--- config.mk ---
export PLATFORM = sky130hd
export DESIGN_NAME = alu_multicycle_flat
export DESIGN_NICKNAME = d
export VERILOG_FILES = /design/src/rtl/alu_multicycle_if.sv /design/src/rtl/alu_multicycle.sv /design/src/flat_wrapper.sv
export SDC_FILE = /design/constraint.sdc
export NUM_CORES = 1
export LEC_CHECK = 0
export CORE_MARGIN = 1.5
export CORE_UTILIZATION = 31
export CTS_CLUSTER_DIAMETER = 30
export CTS_CLUSTER_SIZE = 12
export DETAILED_ROUTE_END_ITERATION = 12
export DONT_BUFFER_PORTS = 1
export PLACE_DENSITY = 0.56
export SETUP_SLACK_MARGIN = 0.5
export SYNTH_ARGS = -nofsm -noshare
export SYNTH_HDL_FRONTEND = slang
export SYNTH_SLANG_ARGS = --single-unit
--- constraint.sdc ---
create_clock -name clk -period 4.1 [get_ports clk]
set_clock_uncertainty 0.2 [all_clocks]
set_input_delay 0.615 -clock clk [delete_from_list [all_inputs] [get_ports clk]]
set_output_delay 0.615 -clock clk [all_outputs]
set_load 0.1 [all_outputs]
--- src/rtl/alu_multicycle_if.sv ---
// rtl/alu_multicycle_if.sv - operand/result handshake bundle for alu_multicycle
interface alu_multicycle_if #(
    parameter int WIDTH = 32
) ();
    logic             in_valid;
    logic             in_ready;
    logic [3:0]       aluop;
    logic [WIDTH-1:0] a;
    logic [WIDTH-1:0] b;
    logic             out_valid;
    logic             out_ready;
    logic [WIDTH-1:0] result;
    logic             zero;
    logic             illegal;

    modport master (
        output in_valid, aluop, a, b, out_ready,
        input  in_ready, out_valid, result, zero, illegal
    );

    modport slave (
        input  in_valid, aluop, a, b, out_ready,
        output in_ready, out_valid, result, zero, illegal
    );
endinterface

--- src/rtl/alu_multicycle.sv ---
// rtl/alu_multicycle.sv - multicycle MIPS execute ALU, iterative shifter (FAST_SHIFT_EN: barrel shifter)
module alu_multicycle #(
    parameter int WIDTH   = 32,
    parameter int SHAMT_W = 5
) (
    input logic             clk,
    input logic             reset_n,
    alu_multicycle_if.slave bus
);
    localparam logic [3:0] ALU_ADDU = 4'd0;
    localparam logic [3:0] ALU_SUBU = 4'd1;
    localparam logic [3:0] ALU_SLT  = 4'd2;
    localparam logic [3:0] ALU_SLTU = 4'd3;
    localparam logic [3:0] ALU_AND  = 4'd4;
    localparam logic [3:0] ALU_OR   = 4'd5;
    localparam logic [3:0] ALU_XOR  = 4'd6;
    localparam logic [3:0] ALU_NOR  = 4'd7;
    localparam logic [3:0] ALU_SLL  = 4'd8;
    localparam logic [3:0] ALU_SRL  = 4'd9;
    localparam logic [3:0] ALU_SRA  = 4'd10;
    localparam logic [3:0] ALU_LUI  = 4'd11;

    localparam logic [1:0] S_IDLE  = 2'd0;
    localparam logic [1:0] S_SHIFT = 2'd1;
    localparam logic [1:0] S_DONE  = 2'd2;

    logic [1:0]         state_q,   state_d;
    logic [3:0]         op_q,      op_d;
    logic [WIDTH-1:0]   work_q,    work_d;
    logic [SHAMT_W-1:0] cnt_q,     cnt_d;
    logic [WIDTH-1:0]   result_q,  result_d;
    logic               illegal_q, illegal_d;
    logic [SHAMT_W-1:0] amt;

    function automatic logic [WIDTH-1:0] shift_one(input logic [3:0] op, input logic [WIDTH-1:0] v);
        case (op)
            ALU_SLL: shift_one = {v[WIDTH-2:0], 1'b0};
            ALU_SRL: shift_one = {1'b0, v[WIDTH-1:1]};
            default: shift_one = {v[WIDTH-1], v[WIDTH-1:1]};
        endcase
    endfunction

    assign amt           = bus.a[SHAMT_W-1:0];
    assign bus.in_ready  = (state_q == S_IDLE);
    assign bus.out_valid = (state_q == S_DONE);
    assign bus.result    = result_q;
    assign bus.zero      = (result_q == '0);
    assign bus.illegal   = illegal_q;

    always_comb begin
        state_d   = state_q;
        op_d      = op_q;
        work_d    = work_q;
        cnt_d     = cnt_q;
        result_d  = result_q;
        illegal_d = illegal_q;
        case (state_q)
            S_IDLE: begin
                if (bus.in_valid) begin
                    op_d      = bus.aluop;
                    illegal_d = 1'b0;
                    state_d   = S_DONE;
                    case (bus.aluop)
                        ALU_ADDU: result_d = bus.a + bus.b;
                        ALU_SUBU: result_d = bus.a - bus.b;
                        ALU_SLT:  result_d = {{(WIDTH-1){1'b0}}, $signed(bus.a) < $signed(bus.b)};
                        ALU_SLTU: result_d = {{(WIDTH-1){1'b0}}, bus.a < bus.b};
                        ALU_AND:  result_d = bus.a & bus.b;
                        ALU_OR:   result_d = bus.a | bus.b;
                        ALU_XOR:  result_d = bus.a ^ bus.b;
                        ALU_NOR:  result_d = ~(bus.a | bus.b);
                        ALU_LUI:  result_d = {bus.b[15:0], {(WIDTH-16){1'b0}}};
                        ALU_SLL, ALU_SRL, ALU_SRA: begin
`ifdef FAST_SHIFT_EN
                            if (bus.aluop == ALU_SLL)
                                result_d = bus.b << amt;
                            else if (bus.aluop == ALU_SRL)
                                result_d = bus.b >> amt;
                            else
                                result_d = $unsigned($signed(bus.b) >>> amt);
`else
                            if (amt == '0) begin
                                result_d = bus.b;
                            end else begin
                                work_d  = bus.b;
                                cnt_d   = amt;
                                state_d = S_SHIFT;
                            end
`endif
                        end
                        default: begin
                            result_d  = '0;
                            illegal_d = 1'b1;
                        end
                    endcase
                end
            end
            S_SHIFT: begin
                // Last shift goes straight into result so DONE lands 1+amount edges after accept.
                work_d = shift_one(op_q, work_q);
                cnt_d  = cnt_q - 1'b1;
                if (cnt_q == 1) begin
                    result_d = shift_one(op_q, work_q);
                    state_d  = S_DONE;
                end
            end
            S_DONE: begin
                if (bus.out_ready)
                    state_d = S_IDLE;
            end
            default: state_d = S_IDLE;
        endcase
    end

    always_ff @(posedge clk) begin
        if (!reset_n) begin
            state_q   <= S_IDLE;
            op_q      <= '0;
            work_q    <= '0;
            cnt_q     <= '0;
            result_q  <= '0;
            illegal_q <= 1'b0;
        end else begin
            state_q   <= state_d;
            op_q      <= op_d;
            work_q    <= work_d;
            cnt_q     <= cnt_d;
            result_q  <= result_d;
            illegal_q <= illegal_d;
        end
    end
endmodule

--- src/flat_wrapper.sv ---
// flat-port wrapper written by rule: the top's interface ports become plain ports
module alu_multicycle_flat 
#(
    parameter int WIDTH   = 32,
    parameter int SHAMT_W = 5
)
  (clk, reset_n, bus_in_valid, bus_aluop, bus_a, bus_b, bus_out_ready, bus_in_ready, bus_out_valid, bus_result, bus_zero, bus_illegal);
  alu_multicycle_if #(.WIDTH(WIDTH)) bus_i ();
  input logic clk;
  input logic reset_n;
  input wire logic [$bits(bus_i.in_valid)-1:0] bus_in_valid;
  input wire logic [$bits(bus_i.aluop)-1:0] bus_aluop;
  input wire logic [$bits(bus_i.a)-1:0] bus_a;
  input wire logic [$bits(bus_i.b)-1:0] bus_b;
  input wire logic [$bits(bus_i.out_ready)-1:0] bus_out_ready;
  output wire logic [$bits(bus_i.in_ready)-1:0] bus_in_ready;
  output wire logic [$bits(bus_i.out_valid)-1:0] bus_out_valid;
  output wire logic [$bits(bus_i.result)-1:0] bus_result;
  output wire logic [$bits(bus_i.zero)-1:0] bus_zero;
  output wire logic [$bits(bus_i.illegal)-1:0] bus_illegal;
  assign bus_i.in_valid = bus_in_valid;
  assign bus_i.aluop = bus_aluop;
  assign bus_i.a = bus_a;
  assign bus_i.b = bus_b;
  assign bus_i.out_ready = bus_out_ready;
  assign bus_in_ready = bus_i.in_ready;
  assign bus_out_valid = bus_i.out_valid;
  assign bus_result = bus_i.result;
  assign bus_zero = bus_i.zero;
  assign bus_illegal = bus_i.illegal;
  alu_multicycle #(.WIDTH(WIDTH), .SHAMT_W(SHAMT_W)) u_core (.clk(clk), .reset_n(reset_n), .bus(bus_i));
endmodule
# Word level (Yosys, flattened, before mapping)
# Index checks and enable logic that the tools add are counted.
# word_totals
register_bits	76
wordCells	69
input_bits	72
# classes
n_bitwise	4
n_addsub	3
order_cmp	2
n_reduce_logical	11
n_mux	21
n_eq_ne	22
# ops
op	count
32-bit one-hot mux with 10 select lines	1
32-bit 2-to-1 mux	6
32-bit one-hot mux with 2 select lines	3
32-bit less-than comparator	2
32-bit adder	1
32-bit AND	1
32-bit logical NOT	1
32-bit NOT	1
32-bit OR	1
32-bit subtractor	1
32-bit bitwise XOR	1
4-bit equality test, second input constant	6
4-bit by 3-bit equality test with 1-bit output, second input constant	4
5-bit 2-to-1 mux	3
12-bit OR reduction	1
2-bit 2-to-1 mux	5
5-bit one-hot mux with 2 select lines	1
4-bit by 2-bit equality test with 1-bit output, second input constant	2
4-bit AND reduction	2
2-bit != test, second input constant	3
2-bit one-hot mux with 3 select lines	1
5-bit by 1-bit equality test with 1-bit output, second input constant	1
5-bit logical NOT	1
5-bit by 1-bit subtractor with 5-bit output, second input constant	1
other kinds (12)	13

# Logic depth before layout (Yosys ltp)
# depth
word_depth	5
mapped_depth	14
depth_no_buf	14

# Worst setup path after synthesis
# Ideal clock, no wire load.
# synth_timing
kind	input -> register
start	in bus_b[0]
end	reg u_core.result_q[26] (netlist: u_core.bus.result[26])
t_required_ps	3766
slack_ps	535
path_stages	11
t_arrival_ps	3231
path_cell_list	ha_1 fa_1 a21o_1 a221o_1 o41a_1 and4_4 a211oi_4 a311oi_2 a221o_1 nand3_1 a31oi_1
# synth_via
elab_chain_cells	4
word_cells_on_any_way	5
classes_between	add/sub: 2; mux: 3
# synth_lines
item	line	rtl
start: declaration	flat_wrapper.sv:14	input wire logic [$bits(bus_i.b)-1:0] bus_b;
32-bit subtractor / 32-bit adder (equally long branches)	alu_multicycle.sv:65, alu_multicycle.sv:64	
32-bit one-hot mux with 10 select lines *	alu_multicycle.sv:63	case (bus.aluop)
32-bit 2-to-1 mux *	alu_multicycle.sv:59	if (bus.in_valid) begin
32-bit one-hot mux with 2 select lines *	alu_multicycle.sv:57	case (state_q)
end signal: assignment	alu_multicycle.sv:128	result_q <= result_d;
end: declaration	alu_multicycle.sv:31	logic [WIDTH-1:0] result_q, result_d;
# Every way passes the cells marked *; elsewhere a longest branch is shown, timed or not. The select of a mux whose other input is x is not followed.
# A chain may end at the register's enable or synchronous reset.

# Worst setup path after layout
# layout_timing
start	in bus_a[0]
end	reg u_core.result_q[30] (netlist: u_core.bus.result[30])
# layout_via
elab_chain_cells	4
word_cells_on_any_way	8
classes_between	add/sub: 2; eq/ne: 1; mux: 3; reduce/logical: 2
# layout_lines
item	line	rtl
start: declaration	flat_wrapper.sv:13	input wire logic [$bits(bus_i.a)-1:0] bus_a;
32-bit subtractor / 32-bit adder (equally long branches)	alu_multicycle.sv:65, alu_multicycle.sv:64	
32-bit one-hot mux with 10 select lines	alu_multicycle.sv:63	
32-bit 2-to-1 mux	alu_multicycle.sv:59	
32-bit one-hot mux with 2 select lines	alu_multicycle.sv:57	
# Parallel ways exist; a longest one is shown, timed or not. The select of a mux whose other input is x is not followed.

==> results.txt <==
- Die height: 173 um
- Run status: complete, no violations
- Routed wire length: 38.2 mm
- After the last flow step, the layout net total stands at 1439.
- Time the worst path needs with I/O delays and setup: 3.49 ns
* CTS tree: built
- Number of warning messages in the yosys log: 0
* Fin Setup TNS: 0 ns
- H-Tree Depth: 3
* Number of fillers in the final layout: 3064
- The floorplan has 62 rows.
* Leading post-synthesis cells by instance count: sky130_fd_sc_hd__nor2_1 (185), sky130_fd_sc_hd__a21oi_1 (162), sky130_fd_sc_hd__ha_1 (101)
- Num ports: 108
- Sequential cell area fraction in the yosys report: 16.9%
- Post-Synthesis Cell Area: 9010 sq um
- Global route overflow: 0
* Syn Nets: 1466
* Endpoint kind of the worst setup timing path: register
* Category of the worst setup path launch point: input port
* Final Hold Viols: 0
- Detailed placer's ending HPWL: 28.9 mm
- Once the floorplan was initialized, standard cells occupied 31.5% of the core.
- Total number of clock tree sinks: 76
- Along the worst path, the maximum fanout reaches 4.
- Max-capacitance violation count: 0
- In the final routed layout, each cell accounts on average for 23.1 um.
- In the finished design, the share of the clock period the worst path needs comes to 85.2%.
- sky130_fd_sc_hd__dfxtp_1 takes more of the synthesized area than any other cell.
- In this run the critical register-to-register path is captured at u_core.bus.result[25].
* Die Footprint: 30100 sq um
* Leakage: 4.05 nW
* RSZ-0062 raised after global routing: true
* CP required: 4.13 ns
- Routed Antenna Nets: 0
- Input and output buffers added on the ports amount to 0.
* Startpoint of the tightest hold check path: reset_n
- Worst slew margin relative to its limit: 16.3%
- Fraction of layout instances using a drive strength above 1: 8.43%
* Final Setup Violations: 0
- Count of flip-flops with a built-in enable after synthesis: 0
- Measured in cells, the most critical reg-to-reg path has a length of 9.
* Endpoint arrival time on the critical path: 3.52 ns
- Synthesized instance count: 1291
- The first global-routing pass estimated 57.6 mm of wire.
- After synthesis, the share of flip-flops with an asynchronous set or reset is 0%.
* Yosys top cell area share: 16.9%
- Maximum number of pins on one net before global-route repair: 63
- Num CTS Buffers: 9
* Gp weighted congestion: 0.963
- Total of flip-flops plus latches after synthesis: 76
- Most instantiated library cell after synthesis: sky130_fd_sc_hd__nor2_1
- Crit Path Category: in2reg
- Summing over every cut layer, the via total after detailed routing is 10000.
* Vias per inst: 6.06
* Number of buffers on the longest clock path: 2
- At the later pin of the worst-skew pair, clock insertion delay measures 0.35 ns.
- The max-slew violation total from the final report is 0.
- The detailed router finished its first iteration with 1089 violations.
- At the pin with the least slew margin, the transition time is 1.25 ns.
- Type of the worst min-delay path: in2reg
- TritonRoute pass-1 iters: 6
* Number of stages on the worst hold path: 2
- In this run the worst setup path terminates at u_core.bus.result[30].
- Yosys mapped the design onto 74 distinct sky130hd cell types.
- FF-to-FF Start: u_core.state_q[0]
- By area the synthesized netlist is led by sky130_fd_sc_hd__dfxtp_1 (17%), sky130_fd_sc_hd__ha_1 (14%), sky130_fd_sc_hd__a21oi_1 (9.0%), sky130_fd_sc_hd__nor2_1 (7.7%), sky130_fd_sc_hd__mux2i_1 (4.1%).
* Average instance area after synthesis: 6.98 sq um
* Worst voltage drop across the vdd grid: 0.212 mV
* Clock transition time at the flip-flop clock pins of the worst setup and hold paths: 0.07 ns
- Global routing used 24.9% of the available tracks.
- First element of the critical path: bus_a[0]
* Area Overhead vs Synth: 10.8%
- The cell sitting at the root of the clock tree is a sky130_fd_sc_hd__clkbuf_16.
- Antenna violations before repair: 1
- Power density over cell area: 317 nW/um^2
- Minimum setup slack among reg-to-reg paths: 1.08 ns
- Overall die width: 173 um
- In the routed design, unresolved DRC markers number 0.
- In the synthesized netlist the dominant register cell turns out to be sky130_fd_sc_hd__dfxtp_1.
* Hold_ws: 0.215 ns
* Number of global-route vias before repair: 9367
- Maximum clock frequency: 286 MHz
- Placeable core region: 28600 sq um
-- what timing repair did --
item / 4_1_cts / 5_1_grt
setup buffers: 0 / 4
endpoints found under the setup margin: 0 / 4
hold buffers: 0 / 0
gates resized for setup: 0 / 4
-- report_power, final --
part	internal, W	switching (W)
sequential	0.000800	0.000232
combinational	0.000409	0.000763
clock	0.000597	0.000357
-- cell usage in the layout, fill, tap and decap left out, types with 18 or more instances in the layout --
| cell type | n |
|---|---|
| sky130_fd_sc_hd__a211oi_1 | 28 |
| sky130_fd_sc_hd__a21o_1 | 18 |
| sky130_fd_sc_hd__a21oi_1 | 160 |
| sky130_fd_sc_hd__a22oi_1 | 30 |
| sky130_fd_sc_hd__buf_4 | 49 |
| sky130_fd_sc_hd__dfxtp_1 | 76 |
| sky130_fd_sc_hd__ha_1 | 101 |
| sky130_fd_sc_hd__inv_1 | 95 |
| sky130_fd_sc_hd__mux2i_1 | 37 |
| sky130_fd_sc_hd__nand2_1 | 72 |
| sky130_fd_sc_hd__nand3_1 | 30 |
| sky130_fd_sc_hd__nor2_1 | 181 |
| sky130_fd_sc_hd__nor3_1 | 25 |
| sky130_fd_sc_hd__o211ai_1 | 20 |
| sky130_fd_sc_hd__o21ai_0 | 66 |
-- worst max-delay path, cell delays in order --
cell and delay [ns]:
sky130_fd_sc_hd__inv_1 0.08, sky130_fd_sc_hd__ha_1 0.18, sky130_fd_sc_hd__inv_1 0.06, sky130_fd_sc_hd__fa_1 0.41, sky130_fd_sc_hd__nor2b_1 0.17, sky130_fd_sc_hd__o211ai_1 0.25
sky130_fd_sc_hd__a2111oi_1 0.16, sky130_fd_sc_hd__o211a_1 0.30, sky130_fd_sc_hd__o211ai_1 0.33, sky130_fd_sc_hd__o221a_2 0.29, sky130_fd_sc_hd__nor2_1 0.06, sky130_fd_sc_hd__o311a_1 0.30
sky130_fd_sc_hd__o211ai_1 0.20, sky130_fd_sc_hd__o211ai_1 0.12
-- worst min path at each step --
stage	end	slack, ns
5_1_grt	u_core.bus.result[15]	0.21
2_1_floorplan	u_core.op_q[2]	0.24
3_5_place_dp	u_core.op_q[2]	0.25
4_1_cts	u_core.bus.result[27]	0.20
3_3_place_gp	u_core.op_q[2]	0.25
6_report	u_core.bus.result[7]	0.21
-- cell type report --
class / instances / area (sq um) / area share (%)
timing repair buffer: 51 / 408 / 4.09
tap: 384 / 480 / 4.82
clock buffer: 10 / 229 / 2.29
multi-input combinational: 1024 / 6840 / 68.6
sequential: 76 / 1520 / 15.2
antenna: 1 / 2.50 / 0.0251
inverter: 102 / 383 / 3.84
clock inverter: 6 / 113 / 1.13
-- state kept, by name, summed over array words and instances, names as in the netlist --
signal	flops
u_core.op_q	4
u_core.state_q	2
u_core.work_q	32
u_core.bus.result	32
u_core.cnt_q	5
u_core.bus.illegal	1
-- routing by layer --
layer	part of all wire, %	track usage (%)	up-vias	routed length [um]
li1	-	-	4676	-
met1	40	30.7	4715	15300
met2	45	40.5	538	17200
met3	11	6.93	92	4040
met4	4.4	10.9	0	1680
met5	0	0	-	0
-- metrics by stage --
step / cell area [sq um] / power, W / setup slack, ns / utilization [%] / instances
after floorplan: 9010 / 0.00188 / 0.535 / - / 1291
after global placement: 9580 / 0.00217 / 0.225 / 33.5 / 1633
after detailed placement: 9580 / 0.00218 / 0.205 / 33.5 / 1633
after CTS: 9920 / 0.00312 / 0.547 / 34.7 / 1649
after global routing: 9970 / 0.00330 / 0.454 / 34.8 / 1653
final: 9980 / 0.00316 / 0.608 / 34.9 / 1654
-- cell families (layout without fill, tap and decap cells) --
family / count (synthesis) / in the layout / synth area share (%)
compound gates: 478 / 478 / 35.2
fa+ha+maj: 103 / 103 / 14.5
mux: 40 / 40 / 4.49
xor+xnor: 14 / 14 / 1.36
buf+inv: 191 / 169 / 8.10
simple gates: 389 / 389 / 19.4
other cells: 0 / 1 / 0
flops: 76 / 76 / 16.9
Power figures use the tool's default switching activity.
